--- config.mk ---
export PLATFORM = sky130hd
export DESIGN_NAME = paddle_autopilot
export DESIGN_NICKNAME = d
export VERILOG_FILES = /design/src/rtl/paddle_autopilot_pkg.sv /design/src/rtl/paddle_autopilot_track_err.sv /design/src/rtl/paddle_autopilot.sv
export SDC_FILE = /design/constraint.sdc
export NUM_CORES = 1
export LEC_CHECK = 0
export CORE_UTILIZATION = 56
export DETAILED_ROUTE_END_ITERATION = 16
export GPL_ROUTABILITY_DRIVEN = 0
export HOLD_SLACK_MARGIN = 0.05
export PLACE_DENSITY_LB_ADDON = 0.15
export SETUP_SLACK_MARGIN = 0.05
export SLEW_MARGIN = 20
export SYNTH_ARGS = -nofsm -noshare
export SYNTH_HDL_FRONTEND = slang
export SYNTH_SLANG_ARGS = --single-unit
export TNS_END_PERCENT = 100
--- constraint.sdc ---
create_clock -name vga_clk -period 5.99 [get_ports vga_clk]
set_input_delay 1.198 -clock vga_clk [delete_from_list [all_inputs] [get_ports vga_clk]]
set_output_delay 1.198 -clock vga_clk [all_outputs]
set_load 0.03 [all_outputs]
--- src/rtl/paddle_autopilot_pkg.sv ---
// Shared display geometry, key encodings and FSM state type for the pong
// computer player.
package paddle_autopilot_pkg;

  // Display geometry shared with the rest of the pong game.
  localparam logic [9:0] V_DISP = 10'd480;
  localparam logic [9:0] SLDE_W = 10'd10;
  localparam logic [9:0] BODY_L = 10'd80;

  // Paddle key encoding, identical to the push-button path.
  localparam logic [1:0] KEY_HOLD = 2'b11;
  localparam logic [1:0] KEY_DOWN = 2'b10;
  localparam logic [1:0] KEY_UP   = 2'b01;

  localparam int ERR_W = 12;

  typedef enum logic [1:0] {
    ST_IDLE   = 2'd0,
    ST_WAIT   = 2'd1,
    ST_TRACK  = 2'd2,
    ST_RETURN = 2'd3
  } state_e;

  typedef struct packed {
    logic signed [ERR_W-1:0] err;
    logic        [ERR_W-1:0] mag;
    logic                    neg;
    logic                    zero;
  } err_t;

  function automatic logic [1:0] dir_key(input logic down);
    return down ? KEY_DOWN : KEY_UP;
  endfunction

endpackage

--- src/rtl/paddle_autopilot_track_err.sv ---
// Paddle position error against either the ball centre or the screen centre,
// with magnitude and sign ready for the motion rules.
module paddle_autopilot_track_err
  import paddle_autopilot_pkg::*;
#(
  parameter logic [9:0] BALL_H = 10'd20
) (
  input  logic [9:0] ball_y_i,
  input  logic [9:0] body_y_i,
  input  logic       centre_i,
  output err_t       res_o
);

  localparam logic signed [ERR_W-1:0] HALF_BALL = $signed({2'b00, BALL_H >> 1});
  localparam logic signed [ERR_W-1:0] HALF_BODY = $signed({2'b00, BODY_L >> 1});
  localparam logic signed [ERR_W-1:0] CENTRE_Y  = $signed({2'b00, (V_DISP - BODY_L) >> 1});

  logic signed [ERR_W-1:0] target;
  logic signed [ERR_W-1:0] err;
  logic signed [ERR_W-1:0] err_neg;

  // Zero-extended 10-bit operands keep every result inside 12-bit signed range.
  assign target  = centre_i ? CENTRE_Y
                            : $signed({2'b00, ball_y_i}) + HALF_BALL - HALF_BODY;
  assign err     = target - $signed({2'b00, body_y_i});
  assign err_neg = -err;

  assign res_o = '{
    err:  err,
    mag:  err[ERR_W-1] ? unsigned'(err_neg) : unsigned'(err),
    neg:  err[ERR_W-1],
    zero: (err == '0)
  };

endmodule

--- src/rtl/paddle_autopilot.sv ---
// Computer-player paddle controller: reaction delay, hysteretic tracking of
// the ball and return-to-centre, producing the paddle's two-bit key once per frame.
module paddle_autopilot
  import paddle_autopilot_pkg::*;
#(
  parameter int         REACT_DLY = 6,
  parameter int         DEAD_ZONE = 8,
  parameter int         STOP_ZONE = 1,
  parameter logic [9:0] BALL_H    = 10'd20
) (
  input  logic       vga_clk,
  input  logic       sys_rst,
  input  logic       en,
  input  logic       tick,
  input  logic [9:0] ball_y,
  input  logic       ball_toward,
  input  logic [9:0] body_y,
  output logic [1:0] key,
  output logic       tracking
);

  localparam int                   CNT_W        = (REACT_DLY > 2) ? $clog2(REACT_DLY) : 1;
  localparam logic [CNT_W-1:0]     CNT_LAST     = (REACT_DLY > 1) ? CNT_W'(REACT_DLY - 1) : '0;
  localparam logic [ERR_W-1:0]     DEAD_MAG     = ERR_W'(DEAD_ZONE);
  localparam logic [ERR_W-1:0]     STOP_MAG     = ERR_W'(STOP_ZONE);
  localparam logic [9:0]           GUARD_DOWN_Y = V_DISP - SLDE_W - BODY_L;

  state_e           state_q, state_d;
  logic [CNT_W-1:0] cnt_q, cnt_d;
  logic             moving_q, moving_d;
  logic             dir_down_q, dir_down_d;
  logic [1:0]       key_q, key_d;
  logic             tracking_q;

  logic             moving_now;
  logic             dir_now;
  logic             wait_done;
  logic             wall_down;
  logic             wall_up;
  err_t             err_s;

  // Any tick that lands in TRACK/RETURN does so with ball_toward high/low
  // respectively, so the target choice needs no knowledge of the next state.
  paddle_autopilot_track_err #(
    .BALL_H (BALL_H)
  ) u_track_err (
    .ball_y_i (ball_y),
    .body_y_i (body_y),
    .centre_i (~ball_toward),
    .res_o    (err_s)
  );

  assign wait_done = (REACT_DLY <= 1) || (cnt_q == CNT_LAST);
  assign wall_down = (body_y >= GUARD_DOWN_Y);
  assign wall_up   = (body_y <= SLDE_W);

  // NOTE: every variable gets a default at the top of always_comb so no path
  // leaves one unassigned, which would otherwise infer a latch.
  always_comb begin
    state_d    = state_q;
    cnt_d      = cnt_q;
    moving_d   = moving_q;
    dir_down_d = dir_down_q;
    key_d      = key_q;
    moving_now = 1'b0;
    dir_now    = dir_down_q;

    if (!en) begin
      state_d  = ST_IDLE;
      moving_d = 1'b0;
      key_d    = KEY_HOLD;
    end else if (tick) begin
      key_d    = KEY_HOLD;
      moving_d = 1'b0;

      unique case (state_q)
        ST_IDLE: begin
          cnt_d   = '0;
          state_d = ball_toward ? ST_WAIT : ST_RETURN;
        end
        ST_WAIT: begin
          if (!ball_toward)   state_d = ST_RETURN;
          else if (wait_done) state_d = ST_TRACK;
          else                cnt_d   = cnt_q + 1'b1;
        end
        ST_TRACK: begin
          if (!ball_toward) state_d = ST_RETURN;
        end
        ST_RETURN: begin
          if (ball_toward) begin
            state_d = ST_WAIT;
            cnt_d   = '0;
          end
        end
        default: state_d = ST_IDLE;
      endcase

      // Entering a motion state starts from rest; staying keeps the hysteresis.
      if (state_d == ST_TRACK || state_d == ST_RETURN) begin
        moving_now = (state_d == state_q) && moving_q;
        if (!moving_now) begin
          if (err_s.mag > DEAD_MAG) begin
            moving_d = 1'b1;
            dir_now  = ~err_s.neg;
          end
        end else if (dir_down_q ? err_s.neg : (~err_s.neg && ~err_s.zero)) begin
          moving_d = 1'b0;
        end else if (err_s.mag <= STOP_MAG) begin
          moving_d = 1'b0;
        end else begin
          moving_d = 1'b1;
        end

        // The wall guard only masks the key; motion stays latched.
        if (moving_d && !(dir_now ? wall_down : wall_up)) begin
          key_d = dir_key(dir_now);
        end
        dir_down_d = dir_now;
      end
    end
  end

  // NOTE: state registers use non-blocking assignments so every flop samples
  // the pre-edge values regardless of process ordering.
  always_ff @(posedge vga_clk) begin
    if (sys_rst) begin
      state_q    <= ST_IDLE;
      cnt_q      <= '0;
      moving_q   <= 1'b0;
      dir_down_q <= 1'b0;
      key_q      <= KEY_HOLD;
      tracking_q <= 1'b0;
    end else begin
      state_q    <= state_d;
      cnt_q      <= cnt_d;
      moving_q   <= moving_d;
      dir_down_q <= dir_down_d;
      key_q      <= key_d;
      tracking_q <= (state_d == ST_TRACK);
    end
  end

  assign key      = key_q;
  assign tracking = tracking_q;

endmodule

==> results.yml <==
outcome:
  status: "complete, no violations"
sta:
  relSlewSlack_pct: 60.8
  final-setup-viol-count: 0
  slew_violations: 0
  timing.hold.ws_ns: 0.470
  fin_crit_ns: 5.65
  worst_slack_ns: 0.340
  clock.fmax_mhz: 177
  skew_ns: 0.00786
  worst_pin_slew_ns: 0.585
  hold_viol_final: 0
  post-route-period-util_pct: 94.3
  rsz0062_at_grt: "no"
  setup_tns_ns: 0
layout:
  fillers: 293
  multi_input_area_mm2: 0.00168
  seq_area_um2: 200
  drive_above_1_share_pct: 10.5
  antenna_cells: 0
  layout.cells.most_common_list: "clkdlybuf4s50_1 (26), inv_1 (25), nor2_1 (25)"
  syn_to_final_growth_pct: 18.5
  final_common_cell: "clkdlybuf4s50_1"
  fin_nets: 347
  design_area_mm2: 0.00239
synth:
  synth_edf_count: 0
  ys_seq_elements: 10
  synth_area_mm2: 0.00202
  synth_area_per_cell_um2: 7.40
  synth_area_leader_cell: "dfxtp_1"
  synthFlopType: "dfxtp_1"
  synth_seq_area_share_pct: 9.91
  yosysWarnings: 0
  postSynthCellCount: 273
  ys_top_cells_by_area: "dfxtp_1 (9.9%), ha_1 (9.9%), a21oi_1 (4.7%)"
  synthDistinctLibCells: 70
  synthesis.nets: 315
  ys_async_sr_fraction_pct: 0
  synth_top_area_share_pct: 9.91
flow_run:
  drv_cap: 0
global_route:
  antenna_found_initial: 0
  gr-usage-all-layers_pct: 26.6
  grt-ovfl-total: 0
  grt_pass1_wl_mm: 7.76
  grt_start_max_net_pins: 12
  grt_pass1_vias: 1813
critical_path:
  regToRegSetupSlack_ns: 3.98
  worst_setup_path_start_kind: "input port"
  cp.required_ns: 6.18
  crit_slowest_cell: "clkdlybuf4s50_1"
  cp.arrival_ns: 5.84
  r2r-end: "key[1]$_SDFFE_PP1P_"
  crit_path_end_kind: "flop"
  crit_fanout: 6
  critPathKind: "in -> reg"
  rr_worst_depth: 11
  critPathMaxStageDelay_ns: 0.57
  rr_startpoint: "cnt_q[1]$_SDFFE_PP0P_"
  crit_path_cell_trace: "clkdlybuf4s50_1, ha_2, xor2_1, ha_2, o21ai_2, nor4_2, a31oi_1, xnor2_1, nor2_1, ha_1, nand3_1, o22ai_2, nor2_1, and3_1, a41o_1, or2_1, a211o_1, a211oi_4, a21oi_2, or2_1, a41oi_1"
worst_hold_path:
  hp-class: "reg -> reg"
  whs_endpoint: "moving_q$_SDFFE_PP0P_"
  hold_depth: 2
  holdCritStartpoint: "moving_q$_SDFFE_PP0P_"
routing:
  wire_per_inst_um: 14.0
  antenna_left: 0
  viasPerCell: 6.07
  drt_pass1_iterations: 4
  drc: 0
  via_count: 2126
  wl_mm: 4.90
  drtIter0Drc: 140
clock_tree:
  cts_hold_buf: 0
  clk_latency_ns: 0.27
  root_buffer: "clkbuf_4"
  clockBufferDepth: 2
  cts_tree: "built"
  cts.clk_slew.worst_paths_ns: 0.07
  h-tree-depth: 1
  cts_sinks: 10
  numCtsBuffers: 3
floorplanning:
  die-height_um: 62.1
  ioPinCount: 28
  die-area_mm2: 0.00385
  initial_core_util_pct: 59.6
  rows: 21
  coreArea_mm2: 0.00339
  die_w_um: 62.1
power_and_ir_drop:
  ir_worst_vdd_mv: 0.144
  power.density_mw_per_mm2: 169
  leakagePower_nw: 0.978
placement:
  pre_cts_ws_ns: -0.00270
  place_hpwl_mm: 3.99
  port_buffers: 27
  place_area_mm2: 0.00233
[worst max-delay path: cells and delay by family]
kind	cells	cell delay, ns
AOI/OAI and AO/OA	8	1.63
xor gates and xnor gates	2	0.38
adders and majority gates	3	0.83
buffers and inverters	1	0.57
and+or+nand+nor	7	1.22
[repair_timing]
| action | in CTS | in global routing |
|---|---|---|
| gates resized for setup | 0 | 4 |
| setup buffers | 0 | 1 |
| setup endpoints to repair | 0 | 2 |
| hold endpoints to repair | 0 | 0 |
[metal layers]
layer	track usage (%)	share of wire, %	vias to the layer above
met4	4.44	2.1	0
met5	0	0	-
li1	-	-	1082
met1	34.9	47	965
met3	3.93	4.3	8
met2	46.5	46	71
[logic make-up after synthesis]
kind of cell | after synthesis | synth area share (%)
compound gates | 84 | 32.6
xor+xnor | 17 | 7.74
fa+ha+maj | 17 | 10.9
buf+inv | 32 | 7.50
flops | 10 | 9.91
mux | 5 | 2.54
simple gates | 108 | 28.8
[final cells by class]
type / instances / area share, %
clock buffer: 4 / 1.52
inverter: 25 / 3.92
multi-input combinational: 231 / 70.2
sequential: 10 / 8.37
tap: 46 / 2.41
timing repair buffer: 34 / 13.6
[state kept, by name, summed over array words and instances (netlist names)]
signal      flops
cnt_q           3
key             2
state_q         2
dir_down_q      1
moving_q        1
tracking        1
[report_power, final]
part | switching (W) | total [W] | leakage (nW) | internal (W)
Combinational | 0.000157 | 0.000274 | 0.876 | 0.000116
Sequential | 0.00000160 | 0.0000699 | 0.0812 | 0.0000683
Clock | 0.0000230 | 0.0000599 | 0.0210 | 0.0000369
[cells in the mapped netlist, drive strengths merged, types with 2 or more instances]
cell type and count:
a2111oi 3, nor3 8, a21oi 20, xnor2 11
o2111ai 2, xor2 6, o21a 3, a211oi 4
a211o 4, ha 16, nand2 22, o21ai 13
dfxtp 10, or2 5, nand4 7, a31oi 4
nor4 3, clkbuf 2, or3 5, o22ai 2
nand2b 5, and4b 2, a221oi 2, o41ai 2
inv 25, and2 3, o211a 3, a21o 3
mux2i 4, and3 3, nor2 25, buf 5
o211ai 6, and3b 2, o2111a 2, nor2b 5
nand3 6, a41oi 2, nor3b 2, a311oi 2
[through the flow]
step                      utilization (%)  std cells  power, W
after floorplan                         -        273  0.000273
after global placement               68.9        345  0.000334
after detailed placement             68.9        345  0.000336
after CTS                            70.0        349  0.000398
after global routing                 70.6        350  0.000435
final                                70.6        350  0.000403
[worst max path at each step]
stage                          endpoint       from  cells after the start
CTS                 key[1]$_SDFFE_PP1P_  ball_y[1]                     21
finish              key[1]$_SDFFE_PP1P_  ball_y[2]                     21
global placement    key[1]$_SDFFE_PP1P_  ball_y[1]                     20
floorplan           key[1]$_SDFFE_PP1P_  ball_y[3]                     22
detailed placement  key[1]$_SDFFE_PP1P_  ball_y[1]                     21
global route        key[1]$_SDFFE_PP1P_  ball_y[2]                     21
No activity file was read; power rests on OpenSTA's default activity.
